## config.mk

```make
export PLATFORM = sky130hd
export DESIGN_NAME = pipeline_exec_ctrl
export DESIGN_NICKNAME = d
export VERILOG_FILES = /design/src/rtl/pipeline_exec_ctrl_pkg.sv /design/src/rtl/pipeline_exec_ctrl_sat_counter.sv /design/src/rtl/pipeline_exec_ctrl.sv
export SDC_FILE = /design/constraint.sdc
export NUM_CORES = 1
export LEC_CHECK = 0
export ABC_CLOCK_PERIOD_IN_PS = 5150
export CAP_MARGIN = 15
export CELL_PAD_IN_SITES_DETAIL_PLACEMENT = 1
export CELL_PAD_IN_SITES_GLOBAL_PLACEMENT = 1
export CORE_MARGIN = 5
export CORE_UTILIZATION = 45
export DETAILED_ROUTE_END_ITERATION = 7
export DONT_BUFFER_PORTS = 1
export PLACE_DENSITY_LB_ADDON = 0.15
export SETUP_SLACK_MARGIN = 0.1
export SYNTH_ARGS = -nofsm -noshare
export SYNTH_HDL_FRONTEND = slang
export SYNTH_SLANG_ARGS = --single-unit
```

## constraint.sdc

```tcl
create_clock -name clk -period 5.15 [get_ports clk]
set_clock_uncertainty 0.1 [all_clocks]
set_input_delay 0.515 -clock clk [delete_from_list [all_inputs] [get_ports clk]]
set_output_delay 0.515 -clock clk [all_outputs]
set_load 0.01 [all_outputs]
```

## src/rtl/pipeline_exec_ctrl_pkg.sv

```systemverilog
// Shared encodings for the pipeline execution sequencer: HALT opcode,
// debug-host command codes and sequencer state values.
package pipeline_exec_ctrl_pkg;

   localparam logic [5:0] OPCODE_HALT = 6'b111111;

   typedef enum logic [1:0] {
      CMD_CLEAR = 2'b00,
      CMD_RUN   = 2'b01,
      CMD_STEP  = 2'b10,
      CMD_STOP  = 2'b11
   } cmd_e;

   typedef enum logic [2:0] {
      EXEC_IDLE   = 3'd0,
      EXEC_RUN    = 3'd1,
      EXEC_STEP   = 3'd2,
      EXEC_DRAIN  = 3'd3,
      EXEC_HALTED = 3'd4
   } exec_state_e;

endpackage

```

## src/rtl/pipeline_exec_ctrl_sat_counter.sv

```systemverilog
// Saturating up-counter with enable and synchronous clear; holds at all-ones
// instead of wrapping. Reusable by the debug unit.
module pipeline_exec_ctrl_sat_counter #(
   parameter int W = 32
) (
   input  logic         clk,
   input  logic         rst_n,
   input  logic         en_i,
   input  logic         clr_i,
   output logic [W-1:0] count_o
);

   logic [W-1:0] count_q;
   logic [W-1:0] count_d;

   // NOTE: every always_comb output gets a default first so no path can infer a latch.
   always_comb begin
      count_d = count_q;
      if (clr_i) begin
         count_d = '0;
      end else if (en_i && (count_q != '1)) begin
         count_d = count_q + 1'b1;
      end
   end

   // NOTE: sequential state uses non-blocking assignments only, so every flop samples pre-edge values.
   always_ff @(posedge clk or negedge rst_n) begin
      if (!rst_n) begin
         count_q <= '0;
      end else begin
         count_q <= count_d;
      end
   end

   assign count_o = count_q;

endmodule

```

## src/rtl/pipeline_exec_ctrl.sv

```systemverilog
// Execution sequencer for the 5-stage pipeline: takes RUN/STEP/STOP/CLEAR
// from the debug host, gates the pipeline, and drains/freezes on HALT.
module pipeline_exec_ctrl
   import pipeline_exec_ctrl_pkg::*;
#(
   parameter int CNT_W        = 32,
   parameter int DRAIN_CYCLES = 4
) (
   input  logic             clk,
   input  logic             rst_n,
   input  logic             cmd_valid,
   input  logic [1:0]       cmd_op,
   output logic             cmd_ready,
   input  logic             id_valid,
   input  logic [5:0]       id_opcode,
   output logic             pipe_en,
   output logic             fetch_en,
   output logic             if_id_flush,
   output logic             halted,
   output logic             done,
   output logic [CNT_W-1:0] cycle_count,
   output logic [2:0]       state
);

   localparam int DRAIN_W = $clog2(DRAIN_CYCLES + 1);

   if (DRAIN_CYCLES < 1) begin : g_bad_drain_cycles
      $error("pipeline_exec_ctrl: DRAIN_CYCLES must be at least 1");
   end

   exec_state_e        state_q;
   logic [DRAIN_W-1:0] drain_cnt_q;
   logic               done_q;

   cmd_e cmd;
   logic cmd_fire;
   logic halt_hit;
   logic clear_fire;

   // Moore decode straight off the state flop, so async reset reaches the outputs at once.
   always_comb begin
      pipe_en     = 1'b0;
      fetch_en    = 1'b0;
      if_id_flush = 1'b0;
      halted      = 1'b0;
      cmd_ready   = 1'b0;
      case (state_q)
         EXEC_IDLE:   cmd_ready = 1'b1;
         EXEC_RUN: begin
            pipe_en   = 1'b1;
            fetch_en  = 1'b1;
            cmd_ready = 1'b1;
         end
         EXEC_STEP: begin
            pipe_en  = 1'b1;
            fetch_en = 1'b1;
         end
         EXEC_DRAIN: begin
            pipe_en     = 1'b1;
            if_id_flush = 1'b1;
         end
         EXEC_HALTED: begin
            halted    = 1'b1;
            cmd_ready = 1'b1;
         end
         default: ;
      endcase
   end

   assign cmd        = cmd_e'(cmd_op);
   assign cmd_fire   = cmd_valid && cmd_ready;
   assign halt_hit   = pipe_en && fetch_en && id_valid && (id_opcode == OPCODE_HALT);
   assign clear_fire = cmd_fire && (cmd == CMD_CLEAR)
                       && ((state_q == EXEC_IDLE) || (state_q == EXEC_HALTED));

   always_ff @(posedge clk or negedge rst_n) begin
      if (!rst_n) begin
         state_q     <= EXEC_IDLE;
         drain_cnt_q <= '0;
         done_q      <= 1'b0;
      end else begin
         done_q <= 1'b0;
         case (state_q)
            EXEC_IDLE: begin
               if (cmd_fire && (cmd == CMD_RUN)) begin
                  state_q <= EXEC_RUN;
               end else if (cmd_fire && (cmd == CMD_STEP)) begin
                  state_q <= EXEC_STEP;
               end
            end
            EXEC_RUN: begin
               // A HALT in ID outranks a simultaneous STOP; the STOP is simply consumed.
               if (halt_hit) begin
                  state_q     <= EXEC_DRAIN;
                  drain_cnt_q <= DRAIN_W'(DRAIN_CYCLES);
               end else if (cmd_fire && (cmd == CMD_STOP)) begin
                  state_q <= EXEC_IDLE;
               end
            end
            EXEC_STEP: begin
               if (halt_hit) begin
                  state_q     <= EXEC_DRAIN;
                  drain_cnt_q <= DRAIN_W'(DRAIN_CYCLES);
               end else begin
                  state_q <= EXEC_IDLE;
                  done_q  <= 1'b1;
               end
            end
            EXEC_DRAIN: begin
               drain_cnt_q <= drain_cnt_q - 1'b1;
               if (drain_cnt_q == DRAIN_W'(1)) begin
                  state_q <= EXEC_HALTED;
                  done_q  <= 1'b1;
               end
            end
            EXEC_HALTED: begin
               if (clear_fire) begin
                  state_q <= EXEC_IDLE;
               end
            end
            default: state_q <= EXEC_IDLE;
         endcase
      end
   end

   pipeline_exec_ctrl_sat_counter #(
      .W (CNT_W)
   ) u_cycle_cnt (
      .clk     (clk),
      .rst_n   (rst_n),
      .en_i    (pipe_en),
      .clr_i   (clear_fire),
      .count_o (cycle_count)
   );

   assign done  = done_q;
   assign state = state_q;

endmodule
```

== Word-level counts from Yosys, hierarchy flattened ==
Cells that the tools add are included.

* Add/sub/neg operators: 2
* Eq/ne operators: 15
* Muxes and demuxes: 20
* Reduce and logical (&&, ||, !) cells: 20

{| class="wikitable"
|+ Operator list
! cell !! number
|-
| $mux 32 || 2
|-
| $add 32x1->32 const B || 1
|-
| $ne 32x32->1 const B || 1
|-
| $mux 3 || 7
|-
| $pmux 3 s5 || 1
|-
| $logic_and 1x1->1 || 10
|-
| $mux 1 || 7
|-
| $eq 3x1->1 const B || 2
|-
| $eq 3x2->1 const B || 2
|-
| $eq 6x6->1 const B || 1
|-
| $pmux 3 s2 || 1
|-
| $reduce_or 3->1 || 2
|-
| $eq 2x2->1 const B || 2
|-
| $ne 2x2->1 const B || 2
|-
| $reduce_and 4->1 || 1
|-
| $reduce_bool 2->1 || 2
|-
| $eq 3x3->1 const B || 1
|-
| $logic_not 3->1 || 1
|-
| $ne 3x1->1 const B || 1
|-
| $ne 3x3->1 const B || 1
|-
| $sub 3x1->3 const B || 1
|-
| $eq 2x1->1 const B || 1
|-
| $logic_not 2->1 || 1
|-
| $mux 2 || 1
|-
| 5 further kinds || 5
|}

* Flip-flop bits (word level): 39

== Depth between registers and ports, before layout ==
Gate-level depths: netlist (run 1).

* Word-level depth: 8
* Depth in mapped cells: 9

== Modules after synthesis ==
Synthesis (run 1) repeated with hierarchy kept, for this count alone.

* Cells, all modules: 250
* Area, all modules: 2314.7 um2

{| class="wikitable"
|+ By module, submodules not included
! module !! times used !! cells each !! area an instance (um2) !! sequential area each (um2)
|-
| pipeline_exec_ctrl_sat_counter || 1 || 198 || 1854.3 || 800.8
|-
| pipeline_exec_ctrl || 1 || 52 || 460.4 || 175.2
|}

== Worst setup path before layout (run 1) ==
No wires, ideal clock.

* Path kind: register -> register
* Start point: register u_cycle_cnt.count_q[0], in the netlist u_cycle_cnt.count_o[0]
* End point: register u_cycle_cnt.count_q[28], in the netlist u_cycle_cnt.count_o[28]
* Library setup time: 0.078 ns
* Data arrival time: 2.049 ns
* Data required time: 4.972 ns
* Slack: 2.923 ns
* Stages on the path, launching flop included: 7
* Buffers on the path: 0
* Cells stage by stage: dfrtp_1 ha_1 and4_4 nand4_2 or4_4 or3_1 a21oi_1

* Cells in the longest elaborated chain, start to end: 3
* Elaborated cells between the ends (all ways): 6
* Classes of those cells: add/sub: 1; eq/ne: 1; mux: 2; reduce/logical: 2

{| class="wikitable"
|+ RTL lines
! element !! line !! RTL
|-
| start, declared || pipeline_exec_ctrl_sat_counter.sv:13 || <nowiki>logic [W-1:0] count_q;</nowiki>
|-
| start signal, assigned || pipeline_exec_ctrl_sat_counter.sv:31 || <nowiki>count_q <= count_d;</nowiki>
|-
| $add 32x1->32 / $ne 32x32->1 (equally long branches) || pipeline_exec_ctrl_sat_counter.sv:22, pipeline_exec_ctrl_sat_counter.sv:21 ||
|-
| $mux 32 / $logic_and 1x1->1 (equally long branches) || pipeline_exec_ctrl_sat_counter.sv:21 || <nowiki>end else if (en_i && (count_q != '1)) begin</nowiki>
|-
| $mux 32 / $reduce_bool 2->1 (equally long branches) || - ||
|}

Several ways; a longest one is shown, not always the timed one. The select of a mux whose other input is x is not followed.
A chain may end at the register's enable or synchronous reset.

== Final worst setup path (run 1) ==
Ends and elaborated chain as after synthesis.

==> qor.yml, run 1 <==
min_path:
  worstHoldPathType: "primary input to register"
  holdPathStages: 2
  holdPathEnd: "state[1]"
  holdCritStartpoint: "cmd_op[0]"
route:
  drt_iter0_drc: 95
  drcViolationCount: 0
  wl_per_cell_um: 18.9
  wl_um: 5980
  antenna_left: 0
  via_per_inst: 6.19
  via_count: 1955
  drt-pass1-iter-count: 4
logic_synthesis:
  netlist_area_mm2: 0.00237
  seq_area_frac_synth: 0.412
  synth.distinct_cells: 53
  yosys.area.top_type: "dfrtp_1"
  async_reset_ff_frac: 1.00
  syn_inst: 248
  syn_nets: 263
  yosysWarnings: 0
  ys_ff_latch: 39
  syn-mean-instance-area_um2: 9.55
  yosysMostFrequentCell: "dfrtp_1"
  yosys-top-cells-area: "dfrtp_1 (41%), a21oi_1 (4.6%), nand2_1 (3.5%)"
  synth_edf_count: 0
  yosys.area.top_type_share: 0.412
  synth-main-ff-cell: "dfrtp_1"
  synth_common_cells: "dfrtp_1 (39), a21oi_1 (22), nand2_1 (22)"
critical_path:
  critPathBufInv: 0
  crit_family: "simple AND/OR/NAND/NOR gates"
  rr_worst_depth: 6
  cpMaxStageDelayCell: "or4_4"
  path_class: "register to register"
  arrival_ns: 2.57
  crit-reg2reg-launch: "u_cycle_cnt.count_o[0]"
  reg2reg_slack_ns: 2.68
  start_kind: "register"
  max_stage_delay_ns: 0.58
  cp_max_fo: 6
  r2r_end: "u_cycle_cnt.count_o[28]"
  path_cells: "ha_1 -> and4_4 -> nand4_2 -> or4_4 -> or3_1 -> a21oi_1"
  cp_data_required_time_ns: 5.25
  end_kind: "register"
floorplanning:
  die_x_um: 82.6
  die_h_um: 82.6
  ios: 53
  die_area_mm2: 0.00681
  initial_core_util: 0.464
  rows: 26
  core-area_mm2: 0.00511
clock_tree:
  cts_buffers: 5
  htreeDepth: 2
  cts-root-buf: "clkbuf_8"
  cts.clk_slew.worst_paths_ns: 0.08
  clk_latency_ns: 0.29
  cts-resized-gates: 0
  cts_setup_buffers: 0
  cts_max_path_buffers: 2
  cts_tree: "built"
  hold_buffers: 2
  clock_sinks: 39
final_layout:
  fillers: 609
  diodes: 0
  drive_gt1_frac: 0.0854
  nets: 260
  layout.cells.non_filler: 316
  syn_to_final_growth_pct: 3.59
timing:
  tightest_slew_ns: 1.04
  fin_crit_ns: 2.47
  drv_slew: 0
  tns_ns: 0
  finalHoldViolations: 0
  rsz0062_at_grt: "no"
  setup_viol: 0
  min_period_over_period: 0.480
  fmax_mhz: 405
  slew_headroom: 0.308
power:
  total_leakage_power_uw: 0.000985
  irDropWorstVdd_v: 0.000223
  p_per_area_mw_per_mm2: 488
placement:
  place.gp.congestion: 0.761
  dp_hpwl_um: 4210
  io_buffers: 0
  dp.cells: 306
global_route:
  antenna_found_initial: 0
  grt_pass1_vias: 2042
  gr-total-overflow: 0
  grt_usage: 0.190
  grt_pass1_wl_um: 10100
  grt_max_degree: 40
outcome:
  outcome: "finished, final reports clean"
flow_run:
  cap_violations: 0
## final cells by class
type / instances / area [um2] / area share
multi-input cells: 187 / 1240 / 0.506
flip-flops and latches: 39 / 976 / 0.398
well taps: 70 / 87.6 / 0.0357
clock buffers: 7 / 76.3 / 0.0311
inverters: 10 / 37.5 / 0.0153
repair buffers: 2 / 30.0 / 0.0122
clock inverters: 1 / 5.00 / 0.00204
## how the worst max path moves through the flow
stage / start / end / slack [ns] / cells after the start
after detailed placement: u_cycle_cnt.count_o[0] / u_cycle_cnt.count_o[28] / 2.71 / 6
after CTS: u_cycle_cnt.count_o[1] / u_cycle_cnt.count_o[28] / 2.67 / 6
after floorplan: u_cycle_cnt.count_o[0] / u_cycle_cnt.count_o[28] / 2.92 / 6
final: u_cycle_cnt.count_o[0] / u_cycle_cnt.count_o[28] / 2.68 / 6
after global routing: u_cycle_cnt.count_o[1] / u_cycle_cnt.count_o[30] / 2.54 / 6
after global placement: u_cycle_cnt.count_o[0] / u_cycle_cnt.count_o[28] / 2.78 / 6
## report_power, final
group / internal, uW / switching (uW) / total (uW)
clock network: 95.2 / 107 / 202
logic: 140 / 212 / 352
registers: 412 / 230 / 642
## logic make-up (layout without fill, tap and decap cells)
logic type,Yosys count,count (layout),share of synthesized area
simple gates,109,109,0.285
compound gates,61,61,0.168
flops,39,39,0.412
buf+inv,22,20,0.0639
xor+xnor,8,8,0.0296
mux,6,6,0.0259
fa+ha+maj,3,3,0.0158
## layout by cell type, fill, tap and decap left out, drive strengths merged, types with 3 or more instances in the layout
master / netlist / final
dfrtp: 39 / 39
a21oi: 23 / 23
nand2: 22 / 22
nand4: 14 / 14
nand3: 13 / 13
nor2: 11 / 11
or4: 11 / 11
inv: 10 / 10
o31ai: 10 / 10
o21ai: 9 / 9
xnor2: 8 / 8
and3: 8 / 8
clkbuf: 1 / 7
or3: 6 / 6
mux2i: 5 / 5
and4: 5 / 5
nor2b: 4 / 4
nor3: 4 / 4
a211oi: 4 / 4
ha: 3 / 3
a21o: 3 / 3
nor4: 3 / 3
## metrics by stage
stage	utilization	hold WS [ns]	worst slack (ns)	area, um2	total power [uW]
after floorplan	-	0.119	2.92	2370	913
after global placement	0.459	0.120	2.78	2340	975
after detailed placement	0.459	0.120	2.71	2340	997
after CTS	0.480	0.298	2.67	2450	1210
after global routing	0.480	0.300	2.54	2450	1300
final	0.480	0.296	2.68	2450	1200
## flip-flops by register name, indices dropped and copies added, names as in the netlist
name                 cells
done                     1
drain_cnt_q              3
state                    3
u_cycle_cnt.count_o     32
## per-layer routing
metal | GRT usage | up-vias | share of wire
met3 | 0.0542 | 5 | 0.050
li1 | - | 926 | -
met5 | 0 | - | 0
met4 | 0.0359 | 0 | 0.0079
met2 | 0.319 | 40 | 0.48
met1 | 0.246 | 984 | 0.47
Power figures use the tool's default switching activity.
==> run 2, diff against run 1 <==
--- a/config.mk
+++ b/config.mk
@@ -5,7 +5,7 @@
 export SDC_FILE = /design/constraint.sdc
 export NUM_CORES = 1
 export LEC_CHECK = 0
-export ABC_CLOCK_PERIOD_IN_PS = 5150
+export ABC_CLOCK_PERIOD_IN_PS = 2350
 export CAP_MARGIN = 15
 export CELL_PAD_IN_SITES_DETAIL_PLACEMENT = 1
 export CELL_PAD_IN_SITES_GLOBAL_PLACEMENT = 1
==> constraint.sdc (replaced) <==
create_clock -name clk -period 2.35 [get_ports clk]
set_clock_uncertainty 0.1 [all_clocks]
set_input_delay 0.235 -clock clk [delete_from_list [all_inputs] [get_ports clk]]
set_output_delay 0.235 -clock clk [all_outputs]
set_load 0.01 [all_outputs]
==> qor.yml, run 2 (synthesis results as in run 1) <==
power:
  seqPwrFrac: 0.402  # -0.134
  irDropWorstVdd_v: 0.000529  # +140%
  p_int_uw: 1610  # +150%
  switching_share: 0.445  # -0.0142
  p_comb_frac: 0.447  # +0.153
  p_per_area_mw_per_mm2: 1080  # +120%
  total_leakage_power_uw: 0.00114  # +15%
  pwr-share-clk: 0.151  # -0.018
  switchingPower_uw: 1290  # +130%
floorplanning:
  initial_core_util: 0.464  # unchanged
  die_area_mm2: 0.00681  # unchanged
  ios: 53  # unchanged
  rows: 26  # unchanged
  core-area_mm2: 0.00511  # unchanged
  die_x_um: 82.6  # unchanged
  die_h_um: 82.6  # unchanged
timing:
  setup_viol: 0  # unchanged
  min_period_over_period: 0.920  # +0.440
  finalHoldViolations: 0  # unchanged
  fmax_mhz: 463  # +14%
  fin_crit_ns: 2.16  # -0.308 ns
  tns_ns: 0  # unchanged
  rsz0062_at_grt: "yes"
  drv_slew: 0  # unchanged
  slew_headroom: 0.555  # +0.247
  finalWorstSetupSlack_ns: 0.188  # -2.49 ns
  tightest_slew_ns: 0.651  # -0.387 ns
global_route:
  antenna_found_initial: 0  # unchanged
  grt_max_degree: 40  # unchanged
  grt_usage: 0.211  # +0.0210
  gr-total-overflow: 0  # unchanged
  grt_pass1_vias: 2138  # +4.7%
  grt_pass1_wl_um: 11000  # +8.3%
clock_tree:
  cts_tree: "built"
  cts_max_path_buffers: 2  # unchanged
  cts_buffers: 5  # unchanged
  htreeDepth: 2  # unchanged
  cts.clk_slew.worst_paths_ns: 0.07  # about the same
  clock_sinks: 39  # unchanged
  cts-root-buf: "clkbuf_8"
  clk_latency_ns: 0.29  # about the same
critical_path:
  startpoint: "u_cycle_cnt.count_o[0]"
  path_class: "register to register"
  max_stage_delay_ns: 0.52  # -0.06 ns
  crit-reg2reg-launch: "u_cycle_cnt.count_o[0]"
  start_kind: "register"
  arrival_ns: 2.28  # -0.29 ns
  cp_max_fo: 14  # +8
  end_kind: "register"
  path_cells: "ha_1 -> and4_4 -> and4_4 -> a21o_4 -> or4_1 -> a21oi_1"
  cp_data_required_time_ns: 2.47  # -2.78 ns
  crit_path_frequent_cell: "and4_4"
  cpMaxStageDelayCell: "or4_1"
final_layout:
  nets: 287  # +10%
  final_cell_mix: "dfrtp_1 (39), buf_4 (25), nand2_1 (22), a21oi_1 (22), nand3_1 (13)"
  fillers: 600  # -1.5%
  diodes: 0  # unchanged
  largest_reg_flops: 32  # unchanged
  drive_gt1_frac: 0.179  # +0.0941
  syn_to_final_growth_pct: 13.4
  multi_input_area_mm2: 0.00127  # +2.0%
  layout_commonest_cell: "dfrtp_1"
  seq_area_um2: 976  # unchanged
route:
  drt_iter0_drc: 76  # -20%
  antenna_left: 0  # unchanged
  wl_per_cell_um: 19.7  # +3.9%
  drcViolationCount: 0  # unchanged
  via_per_inst: 6.15  # -0.61%
  wl_um: 6750  # +13%
  via_count: 2109  # +7.9%
  drt-pass1-iter-count: 4  # unchanged
min_path:
  worstHoldPathType: "primary input to register"
  holdCritStartpoint: "cmd_op[0]"
placement:
  place.gp.congestion: 0.773  # +1.6%
  io_buffers: 0  # unchanged
  dp_hpwl_um: 4790  # +14%
  pre_cts_ws_ns: 0.152  # -2.56 ns
outcome:
  outcome: "finished, final reports clean"
flow_run:
  cap_violations: 0  # unchanged
[run 2: final cells by class]
| type | count | share of cell area |
|---|---|---|
| Multi-Input combinational cell | 188 | 0.471 |
| Sequential cell | 39 | 0.363 |
| Timing Repair Buffer | 28 | 0.0885 |
| Tap cell | 70 | 0.0326 |
| Clock buffer | 7 | 0.0284 |
| Inverter | 10 | 0.0140 |
| Clock inverter | 1 | 0.00186 |
[run 2: worst paths after layout]
check	endpoint	slack, ns	depth (start not counted)
max reg2reg	u_cycle_cnt.count_o[11]	0.19	6
max in group asynchronous	u_cycle_cnt.count_o[3]	1.65	2
max	u_cycle_cnt.count_o[11]	0.19	6
min reg2reg	drain_cnt_q[1]	0.40	2
min	state[1]	0.02	2
min in group asynchronous	drain_cnt_q[2]	0.29	2
[run 2: power groups by stage]
stage               registers [uW]  clock network (uW)  logic, uW
global placement              1170                   0       1190
CTS                           1170                 457       1260
global route                  1210                 479       1440
finish                        1170                 436       1290
detailed placement            1180                   0       1240
floorplan                     1260                   0        738
[run 2: what timing repair did]
item	CTS	global route
hold buffers	2	0
hold endpoints to repair	39	0
buffers inserted	0	1
setup endpoints to repair	0	10
resized for setup	0	3
[run 2: through the flow]
stage | area [um2] | hold WS, ns | total power, uW | util | instances
global placement | 2540 | -0.159 | 2350 | 0.498 | 331
CTS | 2650 | 0.00570 | 2880 | 0.520 | 341
global route | 2690 | 0.0247 | 3130 | 0.526 | 343
detailed placement | 2540 | -0.159 | 2410 | 0.498 | 331
floorplan | 2370 | -0.161 | 2000 | - | 248
finish | 2690 | 0.0186 | 2900 | 0.526 | 343
[run 2: worst max-delay path, delay by kind of cell, from the launching register on]
family / cells / cell delay [ns]
DFF: 1 / 0.40
adders and majority gates: 1 / 0.23
and+or+nand+nor: 3 / 0.90
AOI/OAI and AO/OA: 2 / 0.44
[run 2: metal layers]
layer  vias up  global-route usage  wire (um)
met4         0              0.0588         89
li1        981                   -          -
met1      1064               0.279       2950
met2        54               0.348       3300
met5         -                   0          0
met3        10              0.0477        403
==> run 3, diff against run 2 <==
--- a/config.mk
+++ b/config.mk
@@ -5,12 +5,13 @@
 export SDC_FILE = /design/constraint.sdc
 export NUM_CORES = 1
 export LEC_CHECK = 0
+export ABC_AREA = 1
 export ABC_CLOCK_PERIOD_IN_PS = 2350
 export CAP_MARGIN = 15
 export CELL_PAD_IN_SITES_DETAIL_PLACEMENT = 1
 export CELL_PAD_IN_SITES_GLOBAL_PLACEMENT = 1
 export CORE_MARGIN = 5
-export CORE_UTILIZATION = 45
+export CORE_UTILIZATION = 44
 export DETAILED_ROUTE_END_ITERATION = 7
 export DONT_BUFFER_PORTS = 1
 export PLACE_DENSITY_LB_ADDON = 0.15
==> qor.yml, run 3 <==
logic_synthesis:
  yosys.area.top_type_share: 0.367  # -0.0453
  synth-main-ff-cell: "dfrtp_1"
  yosysMostFrequentCell: "nand2_1"
  syn_nets: 427  # +62%
  async_reset_ff_frac: 1.00  # unchanged
  synth_edf_count: 0  # unchanged
  yosysWarnings: 0  # unchanged
  netlist_area_mm2: 0.00266  # +12%
  yosys.area.top_type: "dfrtp_1"
  yosys-top-cells-area: "dfrtp_1 (37%), nand2_1 (25%), nor2_1 (9.0%)"
  syn-mean-instance-area_um2: 6.46  # -32%
  ys_ff_latch: 39  # unchanged
  seq_area_frac_synth: 0.367  # -0.0453
  syn_inst: 412  # +66%
  synth.distinct_cells: 29  # -45%
  synth_common_cells: "nand2_1 (176), nor2_1 (64), dfrtp_1 (39)"
final_layout:
  final_cell_mix: "nand2_1 (176), nor2_1 (64), dfrtp_1 (39)"
  diodes: 0  # unchanged
  nets: 458  # +60%
  syn_to_final_growth_pct: 14.9
  fin_area_mm2: 0.00306  # +14%
  drive_gt1_frac: 0.131  # -0.0489
  largest_reg_flops: 32  # unchanged
  layout.cells.non_filler: 519  # +51%
  layout_commonest_cell: "nand2_1"
route:
  drcViolationCount: 0  # unchanged
  via_per_inst: 5.38  # -12%
  drt-pass1-iter-count: 4  # unchanged
  via_count: 2793  # +32%
  antenna_left: 0  # unchanged
  wl_per_cell_um: 17.0  # -14%
  wl_um: 8800  # +30%
  drt_iter0_drc: 107  # +41%
placement:
  placed_area_mm2: 0.00293  # +15%
  io_buffers: 0  # unchanged
  pre_cts_ws_ns: 0.0109  # -0.141 ns
  dp_hpwl_um: 6870  # +44%
  place.gp.congestion: 0.894  # +16%
  dp.cells: 509  # +54%
clock_tree:
  clk_latency_ns: 0.31  # +0.02 ns
  cts_max_path_buffers: 2  # unchanged
  cts_tree: "built"
  cts.clk_slew.worst_paths_ns: 0.09  # +0.02 ns
  cts_setup_buffers: 0  # unchanged
  clock_sinks: 39  # unchanged
  cts-root-buf: "clkbuf_8"
  htreeDepth: 2  # unchanged
  cts_buffers: 5  # unchanged
timing:
  fmax_mhz: 490  # +6.0%
  tns_ns: 0  # unchanged
  finalWorstSetupSlack_ns: 0.311  # +0.123 ns
  drv_slew: 0  # unchanged
  rsz0062_at_grt: "no"
  slew_headroom: 0.540  # -0.0148
  min_period_over_period: 0.868  # -0.0522
  setup_viol: 0  # unchanged
  fin_crit_ns: 2.04  # -0.123 ns
  tightest_slew_ns: 0.689  # +0.0376 ns
  finalHoldViolations: 0  # unchanged
flow_run:
  cap_violations: 0  # unchanged
min_path:
  holdCritStartpoint: "cmd_valid"
  holdPathStages: 3  # +1
  holdPathEnd: "state[2]"
  worstHoldPathType: "primary input to register"
power:
  switchingPower_uw: 1100  # -15%
  p_int_uw: 1310  # -19%
  seqPwrFrac: 0.380  # -0.022
  p_per_area_mw_per_mm2: 788  # -27%
  irDropWorstVdd_v: 0.000542  # +2.6%
  switching_share: 0.457  # +0.0121
  p_comb_frac: 0.419  # -0.028
  pwr-share-clk: 0.201  # +0.050
  total_leakage_power_uw: 0.00150  # +31%
floorplanning:
  ios: 53  # unchanged
  core-area_mm2: 0.00589  # +15%
  die_h_um: 87.8  # +6.3%
  die_x_um: 87.8  # +6.3%
  die_area_mm2: 0.00770  # +13%
  initial_core_util: 0.452  # -0.0116
  rows: 28  # +7.7%
global_route:
  antenna_found_initial: 0  # unchanged
  gr-total-overflow: 0  # unchanged
  grt_pass1_wl_um: 14500  # +33%
  grt_usage: 0.245  # +0.0333
  grt_max_degree: 40  # unchanged
  grt_pass1_vias: 2985  # +40%
critical_path:
  cp_max_fo: 23  # +9
  crit-reg2reg-launch: "u_cycle_cnt.count_o[0]"
  arrival_ns: 2.18  # -0.10 ns
  cp_data_required_time_ns: 2.49  # +0.02 ns
  start_kind: "register"
  rr_worst_depth: 8  # +2
  r2r_end: "u_cycle_cnt.count_o[25]"
  reg2reg_slack_ns: 0.31  # +0.12 ns
  path_class: "register to register"
  end_kind: "register"
outcome:
  outcome: "finished, final reports clean"
## run 3: layer usage
layer  part of all wire  vias up  GRT usage  wire length (um)
met2               0.50       76      0.440              4440
met1               0.41     1347      0.290              3650
li1                   -     1360          -                 -
met3              0.064       10     0.0630               565
met4              0.016        0     0.0600               144
met5                  0        -          0                 0
## run 3: cell type report
cell class | instances | area, um2
multi-input cells | 330 | 1510
fillers | 811 | 2830
clock inverters | 3 | 25.0
well taps | 75 | 93.8
inverters | 37 | 144
flip-flops and latches | 39 | 976
repair buffers | 30 | 240
clock buffers | 5 | 68.8
## run 3: cell families (layout without fill, tap and decap cells)
group,Yosys count,in the layout,share of synthesized area
AO/OA/AOI/OAI,10,10,0.0235
flip-flops,39,39,0.367
AND/OR/NAND/NOR,307,307,0.494
buffers and inverters,43,75,0.0691
XOR/XNOR,10,10,0.0329
adder cells (fa/ha/maj),3,3,0.0141
## run 3: what timing repair did
action | in CTS | in global routing
endpoints found under the hold margin | 39 | 0
endpoints found under the setup margin | 21 | 0
resized for setup | 1 | 0
hold buffers | 2 | 0
## run 3: power by group through the flow
stage                     Combinational, uW  Clock, uW  Sequential (uW)
after floorplan                         668          0              957
after global placement                  962          0              923
after detailed placement                990          0              930
after CTS                              1020        499              917
after global routing                   1140        524              933
final                                  1010        485              915
## run 3: metrics by stage
stage	util	hold WS, ns	total power (uW)
4_1_cts	0.519	0.0615	2440
3_5_place_dp	0.497	-0.160	1920
2_1_floorplan	-	-0.161	1620
5_1_grt	0.519	0.0696	2600
6_report	0.519	0.0632	2410
3_3_place_gp	0.497	-0.160	1890
## run 3: worst max-delay path by stage
stage                              endpoint  cells past startpoint                   start  slack, ns
floorplan           u_cycle_cnt.count_o[28]                     12  u_cycle_cnt.count_o[0]       0.51
global placement     u_cycle_cnt.count_o[2]                      8  u_cycle_cnt.count_o[0]       0.09
detailed placement  u_cycle_cnt.count_o[25]                      8  u_cycle_cnt.count_o[0]       0.01
CTS                 u_cycle_cnt.count_o[25]                      8  u_cycle_cnt.count_o[0]       0.31
global route        u_cycle_cnt.count_o[25]                      8  u_cycle_cnt.count_o[0]       0.12
finish              u_cycle_cnt.count_o[25]                      8  u_cycle_cnt.count_o[0]       0.31
## run 3: critical path, stage by stage, from the launching register on
cell and delay [ns]:
dfrtp_1 0.39, ha_1 0.26, inv_1 0.12, nor2_4 0.07
nand2_4 0.09, nor2_4 0.06, a21oi_4 0.57, nand4_1 0.22
nand2_1 0.10
